## config.mk

```make
export PLATFORM = sky130hd
export DESIGN_NAME = vga_timing_gen
export DESIGN_NICKNAME = d
export VERILOG_FILES = /design/src/rtl/vga_timing_gen.sv
export SDC_FILE = /design/constraint.sdc
export NUM_CORES = 1
export LEC_CHECK = 0
export BUFFER_PORTS_ARGS = -buffer_cell sky130_fd_sc_hd__buf_2
export CORE_MARGIN = 3
export CORE_UTILIZATION = 58
export CTS_BUF_LIST = sky130_fd_sc_hd__clkbuf_4 sky130_fd_sc_hd__clkbuf_8
export DETAILED_ROUTE_END_ITERATION = 8
export HOLD_SLACK_MARGIN = 0.02
export MAX_ROUTING_LAYER = met4
export PLACE_DENSITY_LB_ADDON = 0.15
export SKIP_CTS_REPAIR_TIMING = 1
export SYNTH_ARGS = -nofsm -noshare
export SYNTH_HDL_FRONTEND = slang
export SYNTH_SLANG_ARGS = --single-unit
```

## constraint.sdc

```tcl
create_clock -name clk -period 2.3 [get_ports clk]
set_input_delay 0.115 -clock clk [delete_from_list [all_inputs] [get_ports clk]]
set_output_delay 0.115 -clock clk [all_outputs]
set_load 0.01 [all_outputs]
```

## src/rtl/vga_timing_gen.sv

```systemverilog
// ============================================================================
// Module   : vga_timing_gen
// Brief    : Parametrised raster timing generator with pixel-clock divider and
//            PIPE_DELAY-tick alignment pipeline on hsync/vsync/video_on.
// Revision : 1.0 - initial release
// ============================================================================
`default_nettype none

module vga_timing_gen #(
    parameter int H_VISIBLE  = 640,
    parameter int H_FRONT    = 16,
    parameter int H_SYNC     = 96,
    parameter int H_BACK     = 48,
    parameter int V_VISIBLE  = 480,
    parameter int V_FRONT    = 10,
    parameter int V_SYNC     = 2,
    parameter int V_BACK     = 33,
    parameter int H_SYNC_POL = 0,
    parameter int V_SYNC_POL = 0,
    parameter int CLK_DIV    = 1,
    parameter int PIPE_DELAY = 2,
    parameter int CW         = 11
) (
    input  logic          clk,
    input  logic          reset_n,
    input  logic          enable,
    output logic          pix_tick,
    output logic [CW-1:0] x,
    output logic [CW-1:0] y,
    output logic          hsync,
    output logic          vsync,
    output logic          video_on,
    output logic          vblank,
    output logic          line_start,
    output logic          frame_start,
    output logic          vis_end
);

    localparam int c_h_total = H_VISIBLE + H_FRONT + H_SYNC + H_BACK;
    localparam int c_v_total = V_VISIBLE + V_FRONT + V_SYNC + V_BACK;

    localparam logic [CW-1:0] c_one      = CW'(1);
    localparam logic [CW-1:0] c_h_last   = CW'(c_h_total - 1);
    localparam logic [CW-1:0] c_v_last   = CW'(c_v_total - 1);
    localparam logic [CW-1:0] c_h_vis    = CW'(H_VISIBLE);
    localparam logic [CW-1:0] c_v_vis    = CW'(V_VISIBLE);
    localparam logic [CW-1:0] c_h_vis_l  = CW'(H_VISIBLE - 1);
    localparam logic [CW-1:0] c_v_vis_l  = CW'(V_VISIBLE - 1);
    localparam logic [CW-1:0] c_hs_start = CW'(H_VISIBLE + H_FRONT);
    localparam logic [CW-1:0] c_hs_end   = CW'(H_VISIBLE + H_FRONT + H_SYNC);
    localparam logic [CW-1:0] c_vs_start = CW'(V_VISIBLE + V_FRONT);
    localparam logic [CW-1:0] c_vs_end   = CW'(V_VISIBLE + V_FRONT + V_SYNC);
    localparam logic [3:0]    c_div_last = 4'(CLK_DIV - 1);
    localparam logic          c_hpol     = (H_SYNC_POL != 0);
    localparam logic          c_vpol     = (V_SYNC_POL != 0);

    logic [3:0]    r_div_cnt;
    logic [CW-1:0] r_h_count;
    logic [CW-1:0] r_v_count;
    logic          w_pix_tick;
    logic [2:0]    w_raw;   // {hs, vs, va} in asserted-high sense
    logic [2:0]    w_del;

    // Gated by reset_n so the strobe reads 0 throughout reset even when CLK_DIV=1.
    assign w_pix_tick = reset_n && enable && (r_div_cnt == c_div_last);

    always_ff @(posedge clk or negedge reset_n) begin
        if (!reset_n) begin
            r_div_cnt <= '0;
            r_h_count <= '0;
            r_v_count <= '0;
        end else if (!enable) begin
            r_div_cnt <= '0;
            r_h_count <= '0;
            r_v_count <= '0;
        end else if (w_pix_tick) begin
            r_div_cnt <= '0;
            if (r_h_count == c_h_last) begin
                r_h_count <= '0;
                r_v_count <= (r_v_count == c_v_last) ? '0 : r_v_count + c_one;
            end else begin
                r_h_count <= r_h_count + c_one;
            end
        end else begin
            r_div_cnt <= r_div_cnt + 4'd1;
        end
    end

    assign w_raw[2] = (r_h_count >= c_hs_start) && (r_h_count < c_hs_end);
    assign w_raw[1] = (r_v_count >= c_vs_start) && (r_v_count < c_vs_end);
    assign w_raw[0] = (r_h_count < c_h_vis) && (r_v_count < c_v_vis);

    generate
        if (PIPE_DELAY > 0) begin : g_pipe
            logic [PIPE_DELAY-1:0][2:0] r_pipe;

            always_ff @(posedge clk or negedge reset_n) begin
                if (!reset_n) begin
                    r_pipe <= '0;
                end else if (!enable) begin
                    r_pipe <= '0;
                end else if (w_pix_tick) begin
                    r_pipe[0] <= w_raw;
                    for (int i = 1; i < PIPE_DELAY; i++) begin
                        r_pipe[i] <= r_pipe[i-1];
                    end
                end
            end

            assign w_del = r_pipe[PIPE_DELAY-1];
        end else begin : g_nopipe
            // Counters sit at (0,0) while held, which is inside the active area.
            assign w_del = {w_raw[2:1], w_raw[0] & reset_n & enable};
        end
    endgenerate

    assign pix_tick    = w_pix_tick;
    assign x           = r_h_count;
    assign y           = r_v_count;
    assign hsync       = w_del[2] ? c_hpol : ~c_hpol;
    assign vsync       = w_del[1] ? c_vpol : ~c_vpol;
    assign video_on    = w_del[0];
    assign vblank      = (r_v_count >= c_v_vis);
    assign line_start  = w_pix_tick && (r_h_count == '0);
    assign frame_start = w_pix_tick && (r_h_count == '0) && (r_v_count == '0);
    assign vis_end     = w_pix_tick && (r_h_count == c_h_vis_l) && (r_v_count == c_v_vis_l);

endmodule

`default_nettype wire

```

==> impl_metrics.prom <==
# TYPE chip_impl_metric gauge
chip_impl_metric{name="max_cap_viol_count",unit=""} 0
chip_impl_info{name="worstHoldPathType",value="in -> async"} 1
chip_impl_info{name="ranking_of_synthesized_cells_by_instance_count",value="sky130_fd_sc_hd__dfrtp_1 (32), sky130_fd_sc_hd__nand2_1 (21), sky130_fd_sc_hd__nor2_1 (14), sky130_fd_sc_hd__inv_1 (13), sky130_fd_sc_hd__a21oi_1 (12)"} 1
chip_impl_metric{name="first_global_vias",unit=""} 1730
chip_impl_metric{name="hold_viol_final",unit=""} 0
chip_impl_metric{name="skew",unit="ns"} 0.01235
chip_impl_metric{name="mappedNetlistArea",unit="sq um"} 1959
chip_impl_info{name="grt_setup_unrepaired",value="true"} 1
chip_impl_metric{name="synth.mux.area_fraction",unit=""} 0.005109
chip_impl_metric{name="critPathMaxFanout",unit=""} 5
chip_impl_metric{name="numPlacedInstances",unit=""} 280
chip_impl_metric{name="place.port_buffers",unit=""} 32
chip_impl_metric{name="finalNetCount",unit=""} 258
chip_impl_info{name="outcome",value="complete, no violations"} 1
chip_impl_metric{name="power_density",unit="nW/um^2"} 579.6
chip_impl_metric{name="routabilityCongestion",unit=""} 0.9247
chip_impl_info{name="yosysTopAreaCell",value="sky130_fd_sc_hd__dfrtp_1"} 1
chip_impl_metric{name="global_route.usage.total",unit=""} 0.2566
chip_impl_info{name="tritoncts",value="done"} 1
chip_impl_metric{name="clock.fmax",unit="GHz"} 0.4552
chip_impl_info{name="post-synth-top-count-cell",value="sky130_fd_sc_hd__dfrtp_1"} 1
chip_impl_metric{name="p_switching",unit="uW"} 383.9
chip_impl_metric{name="antenna_found_initial",unit=""} 0
chip_impl_metric{name="power.total",unit="uW"} 1337
chip_impl_metric{name="setup_viol",unit=""} 0
chip_impl_metric{name="wire_per_inst",unit="um"} 16.61
chip_impl_metric{name="cts.path.max_buffers",unit=""} 2
chip_impl_metric{name="fin_area",unit="sq um"} 2307
chip_impl_metric{name="synth_cells",unit=""} 210
chip_impl_metric{name="post-route-util",unit=""} 0.7376
chip_impl_metric{name="maxSlewViolCount",unit=""} 0
chip_impl_metric{name="grt_first_pass_wirelength",unit="um"} 8238
chip_impl_info{name="synth_top_family_by_area",value="simple AND/OR/NAND/NOR gates"} 1
chip_impl_metric{name="grt_start_max_net_pins",unit=""} 30
chip_impl_metric{name="floorplan.initialDensity",unit=""} 0.6264
chip_impl_metric{name="final_period_minus_worst_setup_slack",unit="ns"} 2.197
chip_impl_info{name="endpoint_kind",value="output pin"} 1
chip_impl_metric{name="cp_slowest_stage_delay",unit="ns"} 0.45
chip_impl_metric{name="share_seq_of_total_power",unit=""} 0.468
chip_impl_metric{name="floorplan.core_area",unit="sq um"} 3128
chip_impl_metric{name="residual_overflow_from_global_routing",unit=""} 0
chip_impl_metric{name="die_height",unit="um"} 64.12
chip_impl_metric{name="crit_required",unit="ns"} 2.18
chip_impl_metric{name="cts_made_buffers",unit=""} 5
chip_impl_metric{name="area_share_of_xor_xnor_cells_in_the_synthesized_design",unit=""} 0.04023
chip_impl_metric{name="synth-compound-area-share",unit=""} 0.1622
chip_impl_metric{name="final_layout_size_suffix_gt1_frac",unit=""} 0.2731
chip_impl_metric{name="power.internal",unit="uW"} 953.2
chip_impl_metric{name="floorplan.die.width",unit="um"} 64.12
chip_impl_metric{name="ios",unit=""} 33
chip_impl_metric{name="relative_contribution_of_combinational_cells_to_total_power",unit=""} 0.209
chip_impl_metric{name="clkSlewWorstSetupHoldPaths",unit="ns"} 0.11
chip_impl_metric{name="dpl-instance-area",unit="sq um"} 2153
chip_impl_info{name="synth_top_cells_by_area",value="sky130_fd_sc_hd__dfrtp_1 (41%), sky130_fd_sc_hd__ha_1 (4.5%), sky130_fd_sc_hd__nand2_1 (4.0%)"} 1
chip_impl_info{name="setup.worst_path.start_class",value="flop"} 1
chip_impl_metric{name="stdcell_count",unit=""} 293
chip_impl_metric{name="tightest_slew",unit="ns"} 0.4221
chip_impl_metric{name="dp_hpwl",unit="um"} 3351
chip_impl_metric{name="drtIter0Drc",unit=""} 145
chip_impl_metric{name="detail_route.wirelength",unit="um"} 4868
chip_impl_info{name="crit_slowest_cell",value="sky130_fd_sc_hd__or4b_4"} 1
chip_impl_metric{name="drt-vias-per-instance",unit=""} 6.038
chip_impl_metric{name="synth_edf_count",unit=""} 0
chip_impl_metric{name="ant_nets",unit=""} 0
chip_impl_metric{name="yosysTopAreaCellShare",unit=""} 0.4087
chip_impl_metric{name="dr_total_vias",unit=""} 1769
chip_impl_metric{name="number_of_fill_cells_in_the_layout",unit=""} 227
chip_impl_metric{name="placementRows",unit=""} 20
chip_impl_info{name="worstPathCellList",value="inv_1 -> ha_1 -> or4b_4 -> nor3_2 -> and3_1 -> and4_1 -> buf_2"} 1
chip_impl_metric{name="diodes",unit=""} 0
chip_impl_metric{name="synth_async_sr_flop_share",unit=""} 1.000
chip_impl_metric{name="synth-simple-area-share",unit=""} 0.2708
chip_impl_metric{name="synthAdderAreaFrac",unit=""} 0.04470
chip_impl_info{name="cts.root.buffer_cell",value="sky130_fd_sc_hd__clkbuf_4"} 1
chip_impl_metric{name="synth.distinct_cells",unit=""} 51
chip_impl_metric{name="drt_pre_antenna_iters",unit=""} 5
chip_impl_metric{name="fp.dieArea",unit="sq um"} 4111
chip_impl_metric{name="worst_ir_drop_vdd",unit="mV"} 0.4940
chip_impl_metric{name="clock_tree.htree_level_count",unit=""} 2
chip_impl_info{name="yosys_most_used_dff",value="sky130_fd_sc_hd__dfrtp_1"} 1
chip_impl_metric{name="timing.max_slew.rel_slack",unit=""} 0.7177
chip_impl_metric{name="multi_input_area",unit="sq um"} 1051
chip_impl_metric{name="share_clk_of_total_power",unit=""} 0.324
chip_impl_metric{name="area_overhead_vs_synth",unit="%"} 17.75
chip_impl_metric{name="share_of_the_yosys_chip_area_belonging_to_registers",unit=""} 0.4087
chip_impl_metric{name="total_of_flip_flops_plus_latches_after_synthesis",unit=""} 32
chip_impl_metric{name="post-route-period-util",unit=""} 0.9552
chip_impl_metric{name="clock_latency",unit="ns"} 0.32
chip_impl_metric{name="p_sw_frac",unit=""} 0.2871
chip_impl_metric{name="area.sequential",unit="sq um"} 800.8
chip_impl_info{name="timing_worst_setup_path_type",value="reg -> out"} 1
chip_impl_metric{name="clkSinkCount",unit=""} 32
chip_impl_metric{name="ys_warn_count",unit=""} 0
chip_impl_metric{name="synthesis.nets",unit=""} 220
chip_impl_metric{name="crit_arrival",unit="ns"} 2.08
chip_impl_metric{name="static-leakage-power",unit="uW"} 0.001069
chip_impl_metric{name="synth_area_per_cell",unit="sq um"} 9.330
chip_impl_metric{name="route.detailed.drc",unit=""} 0
final timing paths:
| kind | from | endpoint | slack [ns] | cells past startpoint |
|---|---|---|---|---|
| hold reg to reg | r_div_cnt[0] | r_div_cnt[0] | 0.49 | 1 |
| hold / removal | reset_n | g_pipe.r_pipe[2] | 0.14 | 2 |
| setup / recovery | x[0] | frame_start | 0.10 | 7 |
| setup reg to reg | x[0] | y[6] | 0.30 | 7 |
| max in group asynchronous | reset_n | y[8] | 1.53 | 3 |
| min in group clk | enable | r_div_cnt[0] | 0.21 | 3 |
per-stage QoR:
stage	hold slack [ns]	setup TNS (ns)	worst slack, ns
after floorplan	-0.1806	0	0.5478
after global placement	-0.05208	0	0.3653
after detailed placement	-0.04934	0	0.3172
after CTS	-0.4145	-0.05260	-0.05260
after global routing	0.1406	-0.03532	-0.03532
final	0.1365	0	0.1029
layout by cell type, fill, tap and decap left out, drive strengths merged, types with 3 or more instances in the layout:
| master | n |
|---|---|
| buf | 44 |
| dfrtp | 32 |
| nand2 | 21 |
| nor2 | 14 |
| inv | 14 |
| a21oi | 13 |
| nand3 | 11 |
| a31oi | 10 |
| xnor2 | 8 |
| o21ai | 8 |
| or3 | 7 |
| ha | 7 |
| clkbuf | 6 |
| and4 | 5 |
| nor4 | 4 |
| nand4 | 4 |
| nand2b | 4 |
| and2 | 3 |
| and3 | 3 |
| a211oi | 3 |
| nor3 | 3 |
per-layer routing:
| metal | GRT usage | up-vias | wire (um) |
|---|---|---|---|
| met1 | 0.3484 | 856 | 2178 |
| met3 | 0.04218 | 6 | 307 |
| li1 | - | 830 | - |
| met5 | - | - | 0 |
| met4 | 0.1029 | 0 | 46 |
| met2 | 0.3845 | 77 | 2335 |
critical path, delay by kind of cell, from the launching register on:
family                     cells  cell delay, ns
DFF                            1            0.43
buffers and inverters          2            0.21
and+or+nand+nor                4            0.97
adders and majority gates      1            0.14
cell families after synthesis:
logic type                 after synthesis
xor gates and xnor gates                 9
DFF                                     32
muxes                                    1
adders and majority gates                7
buffers and inverters                   28
and+or+nand+nor                         89
AOI/OAI and AO/OA                       44
sequential cells by signal, indices dropped and copies added (netlist names):
name and count:
g_pipe.r_pipe 3, w_del 3, y 11, r_div_cnt 4, x 11
final cells by class:
type                       instances  share of cell area
clock buffer                       6             0.01952
clock inverter                     2             0.01518
inverter                          14             0.02278
multi-input combinational        150              0.4555
sequential                        32              0.3471
tap                               44             0.02386
timing repair buffer              45              0.1161
power by group through the flow:
| stage | combinational (uW) | sequential (uW) | clock (uW) |
|---|---|---|---|
| 6_report | 279 | 625 | 433 |
| 5_1_grt | 311 | 632 | 466 |
| 2_1_floorplan | 150 | 639 | 0 |
| 3_5_place_dp | 248 | 636 | 0 |
| 4_1_cts | 249 | 625 | 440 |
| 3_3_place_gp | 242 | 634 | 0 |
Note: power is estimated with default switching activity, not from simulation.
